**src/rtl/regfile_pkg.sv**
```systemverilog
// Shared types and default sizes for the register-file read path.
// Optional same-cycle write bypass: REGFILE_READER_BYPASS_EN.
package regfile_pkg;

    localparam int DATA_WIDTH_DEF = 32;
    localparam int ADDR_WIDTH_DEF = 5;

    typedef enum logic {
        IDLE = 1'b0,
        HOLD = 1'b1
    } rd_state_t;

endpackage

```
**src/rtl/regfile_rd_mux.sv**
```systemverilog
// Combinational register select for one read port, zero-register aware.
// With REGFILE_READER_BYPASS_EN a same-cycle write forwards its data.
module regfile_rd_mux
    import regfile_pkg::*;
#(
    parameter int DATA_WIDTH = DATA_WIDTH_DEF,
    parameter int ADDR_WIDTH = ADDR_WIDTH_DEF
) (
    input  logic [(2**ADDR_WIDTH)-1:0][DATA_WIDTH-1:0] regs,
    input  logic [ADDR_WIDTH-1:0]                      addr,
    input  logic                                       wr_en,
    input  logic [ADDR_WIDTH-1:0]                      wr_addr,
    input  logic [DATA_WIDTH-1:0]                      wr_data,
    output logic [DATA_WIDTH-1:0]                      data
);

    always_comb begin
        data = '0;
        if (addr != '0) begin
`ifdef REGFILE_READER_BYPASS_EN
            if (wr_en && (wr_addr == addr)) begin
                data = wr_data;
            end else begin
                data = regs[addr];
            end
`else
            data = regs[addr];
`endif
        end
    end

`ifndef REGFILE_READER_BYPASS_EN
    // Write-side inputs only matter when forwarding is built in.
    logic unused_bypass;
    assign unused_bypass = ^{wr_en, wr_addr, wr_data};
`endif

endmodule

```
**src/rtl/regfile_reader.sv**
```systemverilog
// Register file with a dual-port registered read and valid/ready hold.
// Define REGFILE_READER_BYPASS_EN to forward same-cycle writes to reads.
module regfile_reader
    import regfile_pkg::*;
#(
    parameter int DATA_WIDTH = DATA_WIDTH_DEF,
    parameter int ADDR_WIDTH = ADDR_WIDTH_DEF
) (
    input  logic                  CLK,
    input  logic                  RST,
    input  logic                  WRITE,
    input  logic [ADDR_WIDTH-1:0] ADDR_W,
    input  logic [DATA_WIDTH-1:0] DATA_W,
    input  logic                  READ,
    input  logic [ADDR_WIDTH-1:0] ADDR_R1,
    input  logic [ADDR_WIDTH-1:0] ADDR_R2,
    output logic                  READ_ACK,
    output logic                  RVALID,
    input  logic                  RREADY,
    output logic [DATA_WIDTH-1:0] DATA_R1,
    output logic [DATA_WIDTH-1:0] DATA_R2
);

    localparam int DEPTH = 2**ADDR_WIDTH;

    logic [DEPTH-1:0][DATA_WIDTH-1:0] regs;
    rd_state_t                        state;
    logic [DATA_WIDTH-1:0]            rd_data1;
    logic [DATA_WIDTH-1:0]            rd_data2;

    // Writes are independent of read backpressure.
    always_ff @(posedge CLK) begin
        if (!RST) begin
            regs <= '0;
        end else if (WRITE && (ADDR_W != '0)) begin
            regs[ADDR_W] <= DATA_W;
        end
    end

    regfile_rd_mux #(
        .DATA_WIDTH (DATA_WIDTH),
        .ADDR_WIDTH (ADDR_WIDTH)
    ) u_mux1 (
        .regs    (regs),
        .addr    (ADDR_R1),
        .wr_en   (WRITE),
        .wr_addr (ADDR_W),
        .wr_data (DATA_W),
        .data    (rd_data1)
    );

    regfile_rd_mux #(
        .DATA_WIDTH (DATA_WIDTH),
        .ADDR_WIDTH (ADDR_WIDTH)
    ) u_mux2 (
        .regs    (regs),
        .addr    (ADDR_R2),
        .wr_en   (WRITE),
        .wr_addr (ADDR_W),
        .wr_data (DATA_W),
        .data    (rd_data2)
    );

    assign READ_ACK = RST & READ & ((state == IDLE) | RREADY);
    assign RVALID   = (state == HOLD);

    always_ff @(posedge CLK) begin
        if (!RST) begin
            state   <= IDLE;
            DATA_R1 <= '0;
            DATA_R2 <= '0;
        end else if (READ_ACK) begin
            state   <= HOLD;
            DATA_R1 <= rd_data1;
            DATA_R2 <= rd_data2;
        end else if ((state == HOLD) && RREADY) begin
            state <= IDLE;
        end
    end

endmodule

```
**config.mk**
```make
export PLATFORM = sky130hd
export DESIGN_NAME = regfile_reader
export DESIGN_NICKNAME = d
export VERILOG_FILES = /design/src/rtl/regfile_pkg.sv /design/src/rtl/regfile_rd_mux.sv /design/src/rtl/regfile_reader.sv
export SDC_FILE = /design/constraint.sdc
export NUM_CORES = 2
export LEC_CHECK = 0
export BUFFER_PORTS_ARGS = -buffer_cell sky130_fd_sc_hd__buf_2
export CELL_PAD_IN_SITES_DETAIL_PLACEMENT = 1
export CELL_PAD_IN_SITES_GLOBAL_PLACEMENT = 2
export CORE_MARGIN = 8
export CORE_UTILIZATION = 44
export CTS_CLUSTER_DIAMETER = 40
export DETAILED_ROUTE_END_ITERATION = 10
export PLACE_DENSITY_LB_ADDON = 0.1
export SETUP_SLACK_MARGIN = 0.5
export SYNTH_ARGS = -nofsm -noshare
export SYNTH_HDL_FRONTEND = slang
export SYNTH_SLANG_ARGS = --single-unit
```
**constraint.sdc**
```tcl
create_clock -name CLK -period 2.75 [get_ports CLK]
set_input_delay 0.1375 -clock CLK [delete_from_list [all_inputs] [get_ports CLK]]
set_output_delay 0.1375 -clock CLK [all_outputs]
set_load 0.02 [all_outputs]
```
==> flow_metrics.tcl <==
set metrics [dict create \
    netlist_instances 5975 \
    ys_async_sr_fraction 0 \
    netlist_area_mm2 0.0562 \
    finalCritPeriodShare 0.813 \
    clk_pin_slew_ps 50 \
    drive_above_1_share 0.224 \
    hold-path-endpoint "DATA_R1[12]$_SDFFE_PN0P_" \
    grt_overflow 0 \
    setup_violations 0 \
    synth_edf_count 0 \
    fin_tns_setup_ps 0 \
    skew_ps 34.7 \
    wl_um 256000 \
    fin_area_mm2 0.0664 \
    die_w_um 373 \
    core_area_mm2 0.127 \
    layout_setup_ws_ps 514 \
    reg2reg_slack_ps 510 \
    layout.nets 6025 \
    whs_ps 54.7 \
    ant_nets 0 \
    die_area_mm2 0.139 \
    ys_ff_latch 1089 \
    maxCapViolCount 0 \
    port_buffers 117 \
    clock_sinks 1089 \
    leakagePower_nw 22.4 \
    ys_warn_count 0 \
    maxSlewHeadroom 0.0882 \
    avgSynthCellArea_um2 9.41 \
    critPathMaxFanout 41 \
    power_mw 43.7 \
    cts_made_buffers 183 \
    slowest_stage "o21a_4" \
    rsz0062_at_grt "false" \
    n_fill_cell 13900 \
    die_h_um 373 \
    area_growth_syn_to_layout_pct 18.2 \
    layout_min_cycle_time_ps 2240 \
    cp-startpoint "RVALID$_SDFFE_PN0P_" \
    max-vdd-ir-drop_mv 0.657 \
    hold_path.class "in2reg" \
    vias 50400 \
    drc 0 \
    grt_pass1_vias 51000 \
    required_ps 3420 \
    start_util 0.442 \
    cp_slowest_stage_delay_ps 750 \
    ios 118 \
    finalWeightedCongestion 0.882 \
    worst_slew_pin_slew_ps 1370 \
    grt_pass1_wl_um 369000 \
    grt_max_degree 240 \
    viasPerCell 6.46 \
    critical_path_arrival_ps 2910 \
    avgRoutedWirePerCell_um 32.9 \
    worstRegToRegCells 6 \
    status "complete, no violations" \
    cts_tree "yes" \
    endpoint_kind "flop" \
    crit_top_cell "buf_4" \
    multiInputGateArea_mm2 0.0319 \
    syn-num-nets 6027 \
    critical_path_class "reg2reg" \
    worst_setup_path_start_kind "flop" \
    hold_path_depth 5 \
    rows 131 \
    p_per_area_mw_per_mm2 658 \
    ff_latch_area_mm2 0.0218 \
    ys.flop_type "dfxtp_1" \
    seq_area_frac_synth 0.388 \
    clock_latency_ps 820 \
    drtPass1Iterations 5 \
    place_area_mm2 0.0593 \
    cts_root_buf "clkbuf_16" \
    synth_cell_types 37 \
    track_usage 0.356 \
    fmax_mhz 447 \
    antenna_found_initial 12 \
    cp_num_buf_inv 2 \
    slew_violations 0 \
    r2r_end "DATA_R2[16]$_SDFFE_PN0P_" \
    dpl.hpwl_um 156000 \
    path_cells "nor2b_1 -> buf_4 -> o21a_4 -> buf_4 -> a32oi_1 -> o311ai_0" \
    cts_max_path_buffers 3 \
    min_from "ADDR_R1[3]" \
    drtIter0Drc 5325 \
    hold_viol 0 \
    cp_top_family "compound AO/OA/AOI/OAI gates" \
    dpl_worst_slack_ps 372 \
    r2r-start "RVALID$_SDFFE_PN0P_" \
    htreeDepth 4 \
]
==> metrics by stage <==
stage / std cells / utilization
after floorplan: 5975 / -
after global placement: 7407 / 0.467
after detailed placement: 7407 / 0.467
after CTS: 7791 / 0.522
after global routing: 7791 / 0.522
final: 7797 / 0.522
==> what timing repair did <==
item / in CTS / in global routing
hold endpoints to repair: 1002 / 0
gates resized for setup: 3 / 0
setup buffers: 1 / 0
hold buffers: 41 / 0
setup endpoints to repair: 1 / 0
==> how the worst max path moves through the flow <==
stage | endpoint | slack [ps] | cells after the start
detailed placement | DATA_R1[0]$_SDFFE_PN0P_ | 370 | 7
finish | DATA_R2[16]$_SDFFE_PN0P_ | 510 | 6
CTS | DATA_R2[16]$_SDFFE_PN0P_ | 600 | 6
global placement | DATA_R1[0]$_SDFFE_PN0P_ | 380 | 7
floorplan | DATA_R2[11]$_SDFFE_PN0P_ | 1000 | 6
global route | DATA_R2[16]$_SDFFE_PN0P_ | 510 | 6
==> kinds of logic (layout without fill, tap and decap cells) <==
logic type             after synthesis  count (layout)  share of synthesized area
other                                0               6                          0
buffers and inverters              628             782                     0.0490
multiplexers                       734             734                      0.233
AO/OA/AOI/OAI                     1284            1284                      0.173
AND/OR/NAND/NOR                   2240            2240                      0.157
flip-flops                        1089            1089                      0.388
==> worst reg2reg max path, delay by kind of cell (launching register included) <==
family / cells / cell delay, ps
DFF: 1 / 320
AOI/OAI and AO/OA: 3 / 1010
buffers and inverters: 2 / 640
and+or+nand+nor: 1 / 130
==> cells in the final DEF (no fill, tap or decap), types with 37 or more instances in the layout <==
cell type         n
buf_2           108
o311ai_0         42
dfxtp_1        1089
mux2i_1         158
a21boi_1         91
buf_12           65
a32oi_1          60
nor2b_1          37
a21boi_0        901
mux4_2          448
and2_1           63
dlygate4sd3_1    41
nand2_1        2046
mux2_2          128
clkbuf_16       183
buf_4           218
a211oi_1         64
==> flip-flops by register name, summed over array words and instances, names as in the netlist <==
name,cells
regs,1024
DATA_R1,32
DATA_R2,32
RVALID,1
==> per-layer routing <==
layer / track usage / wire length, um / vias up
met5: 0 / 27 / -
met4: 0.151 / 11900 / 4
met3: 0.0707 / 21600 / 614
met2: 0.550 / 114000 / 2399
met1: 0.486 / 109000 / 26300
li1: - / - / 21000
==> synth_stat cells (all sizes together) (4+ instances only) <==
| master | count | share of area |
|---|---|---|
| a211oi | 64 | 0.0085 |
| a21boi | 992 | 0.13 |
| a21oi | 34 | 0.0030 |
| a22oi | 4 | 0.00053 |
| a32oi | 60 | 0.0094 |
| and2 | 78 | 0.0087 |
| buf | 272 | 0.025 |
| clkbuf | 355 | 0.024 |
| dfxtp | 1089 | 0.39 |
| mux2 | 128 | 0.026 |
| mux2i | 158 | 0.028 |
| mux4 | 448 | 0.18 |
| nand2 | 2079 | 0.14 |
| nand2b | 4 | 0.00045 |
| nand3 | 4 | 0.00036 |
| nor2 | 14 | 0.00094 |
| nor2b | 37 | 0.0041 |
| nor3 | 8 | 0.00071 |
| o221ai | 34 | 0.0053 |
| o22ai | 30 | 0.0033 |
| o311ai | 64 | 0.010 |
==> layout make-up <==
type,count,area share
clock buffer,228,0.0753
antenna,6,0.000226
inverter,1,0.0000565
clock inverter,113,0.0238
sequential,1089,0.328
tap,1662,0.0313
multi-input combinational,4258,0.480
timing repair buffer,440,0.0606
==> power breakdown <==
part	switching, mW	internal [mW]	total, mW
clock network	8.99	15.6	24.5
logic	1.99	1.10	3.08
registers	0.131	15.9	16.1
total	11.1	32.6	43.7
No activity file was read; power rests on OpenSTA's default activity.
